## src/rtl/muldiv_unit_pkg.sv

```systemverilog
// Shared definitions for the RV32M multiply/divide execution unit.
//  - M-extension funct3 codes and the OP opcode / funct7 select constant
//  - default data and ROB tag widths used by the surrounding core
//  - divider FSM state encoding
//  - small decode helpers for funct3
package muldiv_unit_pkg;

    localparam int DATA_WID = 32;
    localparam int ROB_WID  = 4;

    localparam logic [6:0] OPCODE_CAL  = 7'b0110011;
    localparam logic [6:0] FUNCT7_MEXT = 7'b0000001;

    typedef enum logic [2:0] {
        FUNCT3_MUL    = 3'b000,
        FUNCT3_MULH   = 3'b001,
        FUNCT3_MULHSU = 3'b010,
        FUNCT3_MULHU  = 3'b011,
        FUNCT3_DIV    = 3'b100,
        FUNCT3_DIVU   = 3'b101,
        FUNCT3_REM    = 3'b110,
        FUNCT3_REMU   = 3'b111
    } funct3_e;

    typedef enum logic [1:0] {
        DIV_IDLE = 2'd0,
        DIV_CALC = 2'd1,
        DIV_FIX  = 2'd2
    } div_state_e;

    // funct3[2] separates the divide class from the multiply class.
    function automatic logic is_div_op(input logic [2:0] f);
        return f[2];
    endfunction

    // rs1 is sign-extended for MULH and MULHSU, rs2 only for MULH.
    function automatic logic rs1_signed(input logic [2:0] f);
        return (f == FUNCT3_MULH) || (f == FUNCT3_MULHSU);
    endfunction

    function automatic logic rs2_signed(input logic [2:0] f);
        return (f == FUNCT3_MULH);
    endfunction

endpackage

```

## src/rtl/muldiv_unit_div.sv

```systemverilog
// Iterative restoring radix-2 divider.
//  IDLE -> CALC (XLEN cycles, one quotient bit each) -> FIX (signs) -> IDLE.
//  Divide-by-zero and signed overflow finish in the start cycle without
//  leaving IDLE. done/result are combinational; the caller registers them.
// Ports:
//  clk, rst     clock, synchronous active-high reset
//  en           global enable; low freezes all state
//  flush        abandon any divide in progress
//  start        begin a divide (only honoured in IDLE)
//  is_signed    DIV/REM when high, DIVU/REMU when low
//  want_rem     return remainder instead of quotient
//  dividend     rs1
//  divisor      rs2
//  busy         FSM is not IDLE
//  done         result valid this cycle
//  result       quotient or remainder
module div_iter
    import muldiv_unit_pkg::*;
#(
    parameter int XLEN = 32
) (
    input  logic            clk,
    input  logic            rst,
    input  logic            en,
    input  logic            flush,
    input  logic            start,
    input  logic            is_signed,
    input  logic            want_rem,
    input  logic [XLEN-1:0] dividend,
    input  logic [XLEN-1:0] divisor,
    output logic            busy,
    output logic            done,
    output logic [XLEN-1:0] result
);

    localparam int CNT_W = $clog2(XLEN);

    div_state_e state_q, state_d;

    logic [XLEN-1:0]  quo_q, rem_q, dvs_q;
    logic [CNT_W-1:0] cnt_q;
    logic             neg_quo_q, neg_rem_q, want_rem_q;

    logic             a_neg, b_neg;
    logic [XLEN-1:0]  a_mag, b_mag;
    logic             div_zero, overflow, special;
    logic [XLEN-1:0]  special_res;
    logic [XLEN:0]    trial;
    logic             take;

    assign a_neg = is_signed & dividend[XLEN-1];
    assign b_neg = is_signed & divisor[XLEN-1];
    // -(-2^(XLEN-1)) wraps to the same bits, which read unsigned is the
    // correct magnitude, so the most negative dividend needs no special case.
    assign a_mag = a_neg ? -dividend : dividend;
    assign b_mag = b_neg ? -divisor  : divisor;

    assign div_zero = (divisor == '0);
    assign overflow = is_signed && (dividend == {1'b1, {(XLEN-1){1'b0}}})
                      && (divisor == '1);
    assign special  = div_zero | overflow;

    always_comb begin
        if (div_zero) special_res = want_rem ? dividend : '1;
        else          special_res = want_rem ? '0 : dividend;
    end

    // Partial remainder shifted left with the next dividend bit, minus the
    // divisor; a clear sign bit means the subtraction fits.
    assign trial = {rem_q, quo_q[XLEN-1]} - {1'b0, dvs_q};
    assign take  = ~trial[XLEN];

    // NOTE: state registers use non-blocking assignments so every flop
    // samples pre-edge values regardless of process ordering.
    always_ff @(posedge clk) begin
        if (rst || flush) state_q <= DIV_IDLE;
        else if (en)      state_q <= state_d;
    end

    // NOTE: every output of a combinational block gets a default first;
    // a path that leaves one unassigned would infer a latch.
    always_comb begin
        state_d = state_q;
        unique case (state_q)
            DIV_IDLE: if (start && !special) state_d = DIV_CALC;
            DIV_CALC: if (cnt_q == '0)       state_d = DIV_FIX;
            DIV_FIX:                         state_d = DIV_IDLE;
            default:                         state_d = DIV_IDLE;
        endcase
    end

    // NOTE: the datapath carries no reset; it is always loaded on start
    // before being read, and only the FSM state must come up known.
    always_ff @(posedge clk) begin
        if (en) begin
            if (state_q == DIV_IDLE && start) begin
                quo_q      <= a_mag;
                rem_q      <= '0;
                dvs_q      <= b_mag;
                cnt_q      <= CNT_W'(XLEN - 1);
                neg_quo_q  <= a_neg ^ b_neg;
                neg_rem_q  <= a_neg;
                want_rem_q <= want_rem;
            end else if (state_q == DIV_CALC) begin
                rem_q <= take ? trial[XLEN-1:0] : {rem_q[XLEN-2:0], quo_q[XLEN-1]};
                quo_q <= {quo_q[XLEN-2:0], take};
                cnt_q <= cnt_q - CNT_W'(1);
            end
        end
    end

    assign busy = (state_q != DIV_IDLE);

    always_comb begin
        done   = 1'b0;
        result = '0;
        if (state_q == DIV_FIX) begin
            done = 1'b1;
            if (want_rem_q) result = neg_rem_q ? -rem_q : rem_q;
            else            result = neg_quo_q ? -quo_q : quo_q;
        end else if (state_q == DIV_IDLE && start && special) begin
            done   = 1'b1;
            result = special_res;
        end
    end

endmodule

```

## src/rtl/muldiv_unit.sv

```systemverilog
// RV32M execution unit: pipelined multiplier plus iterative divider,
// sharing one registered CDB result port.
// Ports:
//  clk, rst      clock, synchronous active-high reset
//  rdy           global enable; low holds every register
//  rollback      flush all in-flight ops
//  md_en         issue strobe
//  funct3        M-extension op code
//  val1, val2    rs1 / rs2 operands
//  rob_pos       destination ROB tag
//  md_ready      combinational: funct3 on the port can be accepted now
//  res_done      one-cycle result strobe
//  res_rob_pos   result tag (holds when res_done is low)
//  res_cal       result value (holds when res_done is low)
module muldiv_unit
    import muldiv_unit_pkg::*;
#(
    parameter int XLEN       = 32,
    parameter int MUL_STAGES = 3,
    parameter int ROB_W      = 4
) (
    input  logic             clk,
    input  logic             rst,
    input  logic             rdy,
    input  logic             rollback,
    input  logic             md_en,
    input  logic [2:0]       funct3,
    input  logic [XLEN-1:0]  val1,
    input  logic [XLEN-1:0]  val2,
    input  logic [ROB_W-1:0] rob_pos,
    output logic             md_ready,
    output logic             res_done,
    output logic [ROB_W-1:0] res_rob_pos,
    output logic [XLEN-1:0]  res_cal
);

    // The output register is the last multiplier stage, so the internal
    // shift register is one shorter than the latency (kept >=1 entry).
    localparam int PIPE_D = (MUL_STAGES > 1) ? MUL_STAGES - 1 : 1;

    typedef struct packed {
        logic             valid;
        logic [ROB_W-1:0] tag;
        logic             hi;
        logic [2*XLEN-1:0] prod;
    } mul_stage_t;

    mul_stage_t      mul_in, mul_out;
    mul_stage_t      pipe_q [PIPE_D];
    logic            mul_busy;
    logic            accept, mul_accept, div_accept;
    logic            div_busy, div_done;
    logic [XLEN-1:0] div_result;
    logic [ROB_W-1:0] div_tag_q, div_tag;
    logic [2*XLEN-1:0] a_w, b_w;

    // A DIV may only start once the multiplier is empty, and nothing starts
    // while a divide is running, so the two paths never finish together.
    assign md_ready   = !div_busy && (!is_div_op(funct3) || !mul_busy);
    assign accept     = md_en && md_ready && rdy && !rollback && !rst;
    assign mul_accept = accept && !is_div_op(funct3);
    assign div_accept = accept &&  is_div_op(funct3);

    // Extending straight to 2*XLEN gives the same low 2*XLEN product bits as
    // an (XLEN+1)-bit signed multiply, with no width mismatch.
    assign a_w = {{XLEN{rs1_signed(funct3) & val1[XLEN-1]}}, val1};
    assign b_w = {{XLEN{rs2_signed(funct3) & val2[XLEN-1]}}, val2};

    always_comb begin
        mul_in.valid = mul_accept;
        mul_in.tag   = rob_pos;
        mul_in.hi    = (funct3 != FUNCT3_MUL);
        mul_in.prod  = a_w * b_w;
    end

    always_ff @(posedge clk) begin
        if (rst || rollback) begin
            for (int i = 0; i < PIPE_D; i++) pipe_q[i].valid <= 1'b0;
        end else if (rdy) begin
            pipe_q[0] <= mul_in;
            for (int i = 1; i < PIPE_D; i++) pipe_q[i] <= pipe_q[i-1];
        end
    end

    always_comb begin
        mul_busy = 1'b0;
        for (int i = 0; i < PIPE_D; i++) mul_busy = mul_busy | pipe_q[i].valid;
        mul_busy = mul_busy && (MUL_STAGES > 1);
    end

    always_comb begin
        if (MUL_STAGES == 1) mul_out = mul_in;
        else                 mul_out = pipe_q[PIPE_D-1];
    end

    div_iter #(.XLEN(XLEN)) u_div (
        .clk       (clk),
        .rst       (rst),
        .en        (rdy),
        .flush     (rollback),
        .start     (div_accept),
        .is_signed (!funct3[0]),
        .want_rem  (funct3[1]),
        .dividend  (val1),
        .divisor   (val2),
        .busy      (div_busy),
        .done      (div_done),
        .result    (div_result)
    );

    always_ff @(posedge clk) begin
        if (rdy && div_accept) div_tag_q <= rob_pos;
    end

    // Fast-path results complete in the accept cycle, before the tag is stored.
    assign div_tag = div_busy ? div_tag_q : rob_pos;

    always_ff @(posedge clk) begin
        if (rst || rollback) begin
            res_done    <= 1'b0;
            res_rob_pos <= '0;
            res_cal     <= '0;
        end else if (rdy) begin
            res_done <= mul_out.valid | div_done;
            if (mul_out.valid) begin
                res_rob_pos <= mul_out.tag;
                res_cal     <= mul_out.hi ? mul_out.prod[2*XLEN-1:XLEN]
                                          : mul_out.prod[XLEN-1:0];
            end else if (div_done) begin
                res_rob_pos <= div_tag;
                res_cal     <= div_result;
            end
        end
    end

endmodule

```

## config.mk

```make
export PLATFORM = sky130hd
export DESIGN_NAME = muldiv_unit
export DESIGN_NICKNAME = d
export VERILOG_FILES = /design/src/rtl/muldiv_unit_pkg.sv /design/src/rtl/muldiv_unit_div.sv /design/src/rtl/muldiv_unit.sv
export SDC_FILE = /design/constraint.sdc
export NUM_CORES = 2
export LEC_CHECK = 0
export CAP_MARGIN = 20
export CORE_ASPECT_RATIO = 1.25
export CORE_MARGIN = 10
export CORE_UTILIZATION = 41
export CTS_CLUSTER_SIZE = 8
export DETAILED_ROUTE_END_ITERATION = 8
export DONT_BUFFER_PORTS = 1
export PLACE_DENSITY = 0.53
export SYNTH_ARGS = -nofsm -noshare
export SYNTH_HDL_FRONTEND = slang
export SYNTH_HIERARCHICAL = 1
export SYNTH_SLANG_ARGS = --single-unit
```

## constraint.sdc

```tcl
create_clock -name clk -period 20 [get_ports clk]
set_clock_uncertainty 0.05 [all_clocks]
set_input_delay 4 -clock clk [delete_from_list [all_inputs] [get_ports clk]]
set_output_delay 4 -clock clk [all_outputs]
set_load 0.01 [all_outputs]
```

======== After elaboration in Yosys (flattened, before gate mapping) ========
Memories as Yosys holds them, arrays and structs flattened.
Cells that the tools add are included.
cells by class
  $mul .................................... 1
  bitwise gates (word level) .............. 11
  reductions and logical operators ........ 34
  eq/ne operators ......................... 8
  multiplexer cells ....................... 33
  $add $sub $neg .......................... 6
operators by type and width
  cell                    number
  $mux W32                17
  $neg A32 Y32            4
  $eq A32 B32 Y1 const B  2
  $mul A33 B33 Y64        1
  $sub A33 B32 Y33        1
  $logic_not A32 Y1       1
  $logic_and A1 B1 Y1     13
  $mux W4                 3
  $mux W1                 9
  $logic_not A1 Y1        7
  $reduce_and A2 Y1       3
  $reduce_bool A2 Y1      3
  $logic_not A5 Y1        1
  $mux W5                 1
  $or A1 B1 Y1            5
  $sub A5 B1 Y5 const B   1
  $and A1 B1 Y1           4
  $mux W2                 2
  $ne A2 B1 Y1 const B    2
  $pmux W2 S2             1
  $eq A3 B1 Y1 const B    1
  $eq A3 B2 Y1 const B    1
  $logic_or A1 B1 Y1      3
  $reduce_and A3 Y1       1
  6 further kinds         6
storage, ports and cells
  memories kept ........................... 1
  bits of input ports ..................... 76
  register bits after elaboration ......... 147
  logic and storage cells ................. 106
  RAM bits ................................ 140
  output and inout port bits .............. 38
memories
  memory  depth  width  read ports  clocked after Yosys merged registers in  write ports  line               text
  pipe_q  2      70     2           0                                        2            muldiv_unit.sv:49  mul_stage_t pipe_q [PIPE_D];

======== Depth between registers and ports, before layout ========
An unclocked memory read counts as a cell.
  depth after elaboration ................. 16
  gate-level depth with buffers ........... 30
  depth with buffers taken out ............ 28

======== Hierarchy ========
The synthesis kept the hierarchy.
modules (own cells, without submodules)
  module       cells an instance  sequential area each (µm²)  area an instance (µm²)  times used
  muldiv_unit  4,888              5,064.9                     45,467.4                1
  div_iter     1,123              3,163.0                     9,275.1                 1

======== Worst setup path before layout ========
OpenSTA, ideal clock, no wires.
  kind .................................... input to register
  from .................................... input rollback
  to ...................................... register u_div.cnt_q[0] (enable)
  slack ................................... 4,905 ps
  stages .................................. 8
  arrival time ............................ 14,451 ps
  library setup time ...................... 595 ps
  path buffers ............................ 1
  required time ........................... 19,355 ps
  path through ............................ nor2_1 nand2_1 inv_1 clkbuf_1 nand3_1 nor2_1 nor2_1 nor3b_1
on the way
  cells in the longest elaborated chain, start to end .. 7
ends and longest elaborated chain
  what                              line                    text
  from (decl)                       muldiv_unit.sv:25       input logic rollback,
  $logic_not A1 Y1                  muldiv_unit.sv:60       assign accept = md_en && md_ready && rdy && !rollback && !rst;
  $logic_and A1 B1 Y1 (2 in a row)  muldiv_unit.sv:60
  $logic_and A1 B1 Y1               muldiv_unit.sv:62       assign div_accept = accept && is_div_op(funct3);
  via div_accept                    muldiv_unit.sv:51       logic accept, mul_accept, div_accept;
  $logic_and A1 B1 Y1               muldiv_unit_div.sv:96   if (state_q == DIV_IDLE && start) begin
  $reduce_bool A2 Y1 (no line)      --
  $reduce_and A2 Y1 (no line)       --
  to (signal assigned)              muldiv_unit_div.sv:100  cnt_q <= CNT_W'(XLEN - 1);
  to (signal assigned)              muldiv_unit_div.sv:107  cnt_q <= cnt_q - CNT_W'(1);
  to (decl)                         muldiv_unit_div.sv:41   logic [CNT_W-1:0] cnt_q;
The timed path passes the listed nets, and every way through them passes these cells.
A chain may end at the register's enable or synchronous reset.

==> flow_summary.json <==
{
  "status": "completed",
  "drt_wl_total_um": 168000,
  "start_kind": "input port",
  "cts_buffers": 42,
  "cp_slowest_cell": "fa_1",
  "areaGrowthSynthToFinish_pct": 4.46,
  "relSlewSlack_pct": 31.3,
  "path_clk_slew_ns": 0.06,
  "critPathArrivalTime_ns": 12.57,
  "rsz0062_at_grt": "false",
  "gr-usage-all-layers_pct": 22.7,
  "initial_core_util_pct": 41.4,
  "setup_viol": 0,
  "drc_errors": 0,
  "yosys-top-cells-area": "fa_1, edfxtp_1, inv_1",
  "slew_violations": 0,
  "synth_compound_area_share_pct": 7.55,
  "worst_slew_pin_slew_ns": 1.02,
  "ys_seq_area_share_pct": 15.0,
  "hold_viol_final": 0,
  "n_fill_cell": 13100,
  "critical-path-max-stage-delay_ns": 0.82,
  "wl_per_cell_um": 22.4,
  "yosys.area.top_type": "fa_1",
  "drtIter0Drc": 2218,
  "antenna_left": 0,
  "gp_congestion": 0.870,
  "cts_sinks": 287,
  "ctsHoldBuffers": 0,
  "ys_types": 87,
  "die_x_um": 347,
  "synth-xor-area-share_pct": 3.31,
  "ys_async_sr_fraction_pct": 0,
  "netlist_area_um2": 54700,
  "cts-htree-levels": 2,
  "drv_cap": 0,
  "yosys.area_share.simple_pct": 15.6,
  "overflow": 0,
  "synth_top_family_by_area": "adder cells",
  "finalSetupTns_ns": 0,
  "critPathKind": "in2reg",
  "rows": 149,
  "yosys-top-cells-count": "inv_1, fa_1, nand2_1",
  "cp_max_fo": 31,
  "post_cts_buffers": 0,
  "max_freq_mhz": 81.2,
  "core-area_um2": 132000,
  "synth_fp_nets": 7463,
  "yosys.area_share.adder_pct": 46.9,
  "vias_per_cell": 5.32,
  "multi_input_area_um2": 40600,
  "yosys_warnings": 6,
  "drt-pass1-iter-count": 5,
  "drive_above_1_share_pct": 2.32,
  "grt_max_degree": 91,
  "grt_pass1_wl_um": 263000,
  "ctsResizeCount": 0,
  "cts-root-buf": "clkbuf_16",
  "cts_tree": "yes",
  "io_pins": 114,
  "vias": 40000,
  "fin_crit_ns": 12.32,
  "dieArea_um2": 149000,
  "clkLatencyLatePin_ns": 0.57,
  "yosys_register_bits": 287,
  "numPortBuffers": 0,
  "synth_top_area_share_pct": 41.2,
  "cpMostUsedCell": "fa_1",
  "seqCellArea_um2": 8230,
  "endpoint_kind": "flip-flop",
  "hold_class": "reg2reg",
  "synth-edff-count": 248,
  "clockBufferDepth": 3,
  "synth_most_common_cell": "inv_1",
  "synth_ff_type": "edfxtp_1",
  "grt_pass1_vias": 43200,
  "grt_antenna_before_repair": 4,
  "synth_mux_area_share_pct": 0.770,
  "syn_avg_cell_area_um2": 9.11,
  "dp_hpwl_um": 124000,
  "period_share_pct": 61.6,
  "syn-instance-count": 6011,
  "layout.nets": 7201,
  "fp.dieH_um": 429,
  "crit_required_ns": 20.25
}
-- worst paths after layout --
kind	slack, ns	end	cells after the start	from
worst max-delay path	7.68	pipe_q[0][62]	29	funct3[0]
worst min-delay path	0.47	res_done	2	res_done
worst max register to register	15.48	u_div/rem_q[3]	13	u_div/quo_q[31]
worst min register to register	0.47	res_done	2	res_done
-- logic make-up after synthesis --
logic type,after synthesis
AOI/OAI and AO/OA,662
xor gates and xnor gates,207
adders and majority gates,1376
buffers and inverters,1583
DFF,287
muxes,42
and+or+nand+nor,1854
-- registers in the layout, indices dropped and copies added (netlist names) --
| register | cells |
|---|---|
| div_tag_q | 4 |
| u_div/want_rem_q | 1 |
| res_done | 1 |
| pipe_q | 140 |
| u_div/state_q | 2 |
| res_cal | 32 |
| res_rob_pos | 4 |
| u_div/dvs_q | 32 |
| u_div/cnt_q | 5 |
| u_div/quo_q | 32 |
| u_div/neg_rem_q | 1 |
| u_div/neg_quo_q | 1 |
| u_div/rem_q | 32 |
-- critical path, delay by kind of cell --
| family | cells | cell delay [ns] |
|---|---|---|
| AO/OA/AOI/OAI | 7 | 1.50 |
| buffers and inverters | 8 | 1.24 |
| adder cells (fa/ha/maj) | 9 | 5.10 |
| XOR/XNOR | 2 | 0.37 |
| AND/OR/NAND/NOR | 3 | 0.29 |
-- area by class of cell --
class                           instances  area share, %
Tap cell                             1736           3.80
Inverter                             1247           8.19
Multi-Input combinational cell       4141           71.0
Clock buffer                           60           1.97
Clock inverter                          4          0.173
Timing Repair Buffer                   30          0.459
Antenna cell                            7         0.0306
Sequential cell                       287           14.4
-- stage by stage --
stage	instances	setup WS [ns]	utilization, %	area [um^2]	hold WS (ns)
after floorplan	6011	4.90	-	54700	0.444
after global placement	7438	7.17	42.2	55900	0.463
after detailed placement	7439	7.08	42.2	55900	0.470
after CTS	7503	7.68	43.2	57100	0.478
after global routing	7505	7.16	43.2	57200	0.494
final	7512	7.68	43.2	57200	0.473
-- cells in the final DEF, fill, tap and decap left out, types with 35 or more instances in the layout --
master / n
and2_1: 300
nand2_1: 965
ha_1: 250
nand4_1: 35
a21oi_1: 244
clkbuf_16: 43
edfxtp_1: 248
xnor2_1: 126
and3_1: 91
mux2i_1: 41
nor3_1: 45
nand3_1: 44
dfxtp_1: 39
inv_1: 1245
xor2_1: 80
fa_1: 1126
o21ai_0: 122
a211oi_1: 43
a21o_1: 53
nor2_1: 261
-- routing by layer --
layer	vias to the layer above	share of wire (%)	track usage (%)	wire, um
met1	20900	40	28.4	68000
met5	-	0.0077	0	13
met3	247	5.4	2.97	9030
met2	1023	51	40.3	85400
met4	2	3.5	7.14	5930
li1	17800	-	-	-
Power is left out: the tool's default activity adds up to more than one toggle a clock period on the data nets, which glitch-free logic cannot reach.
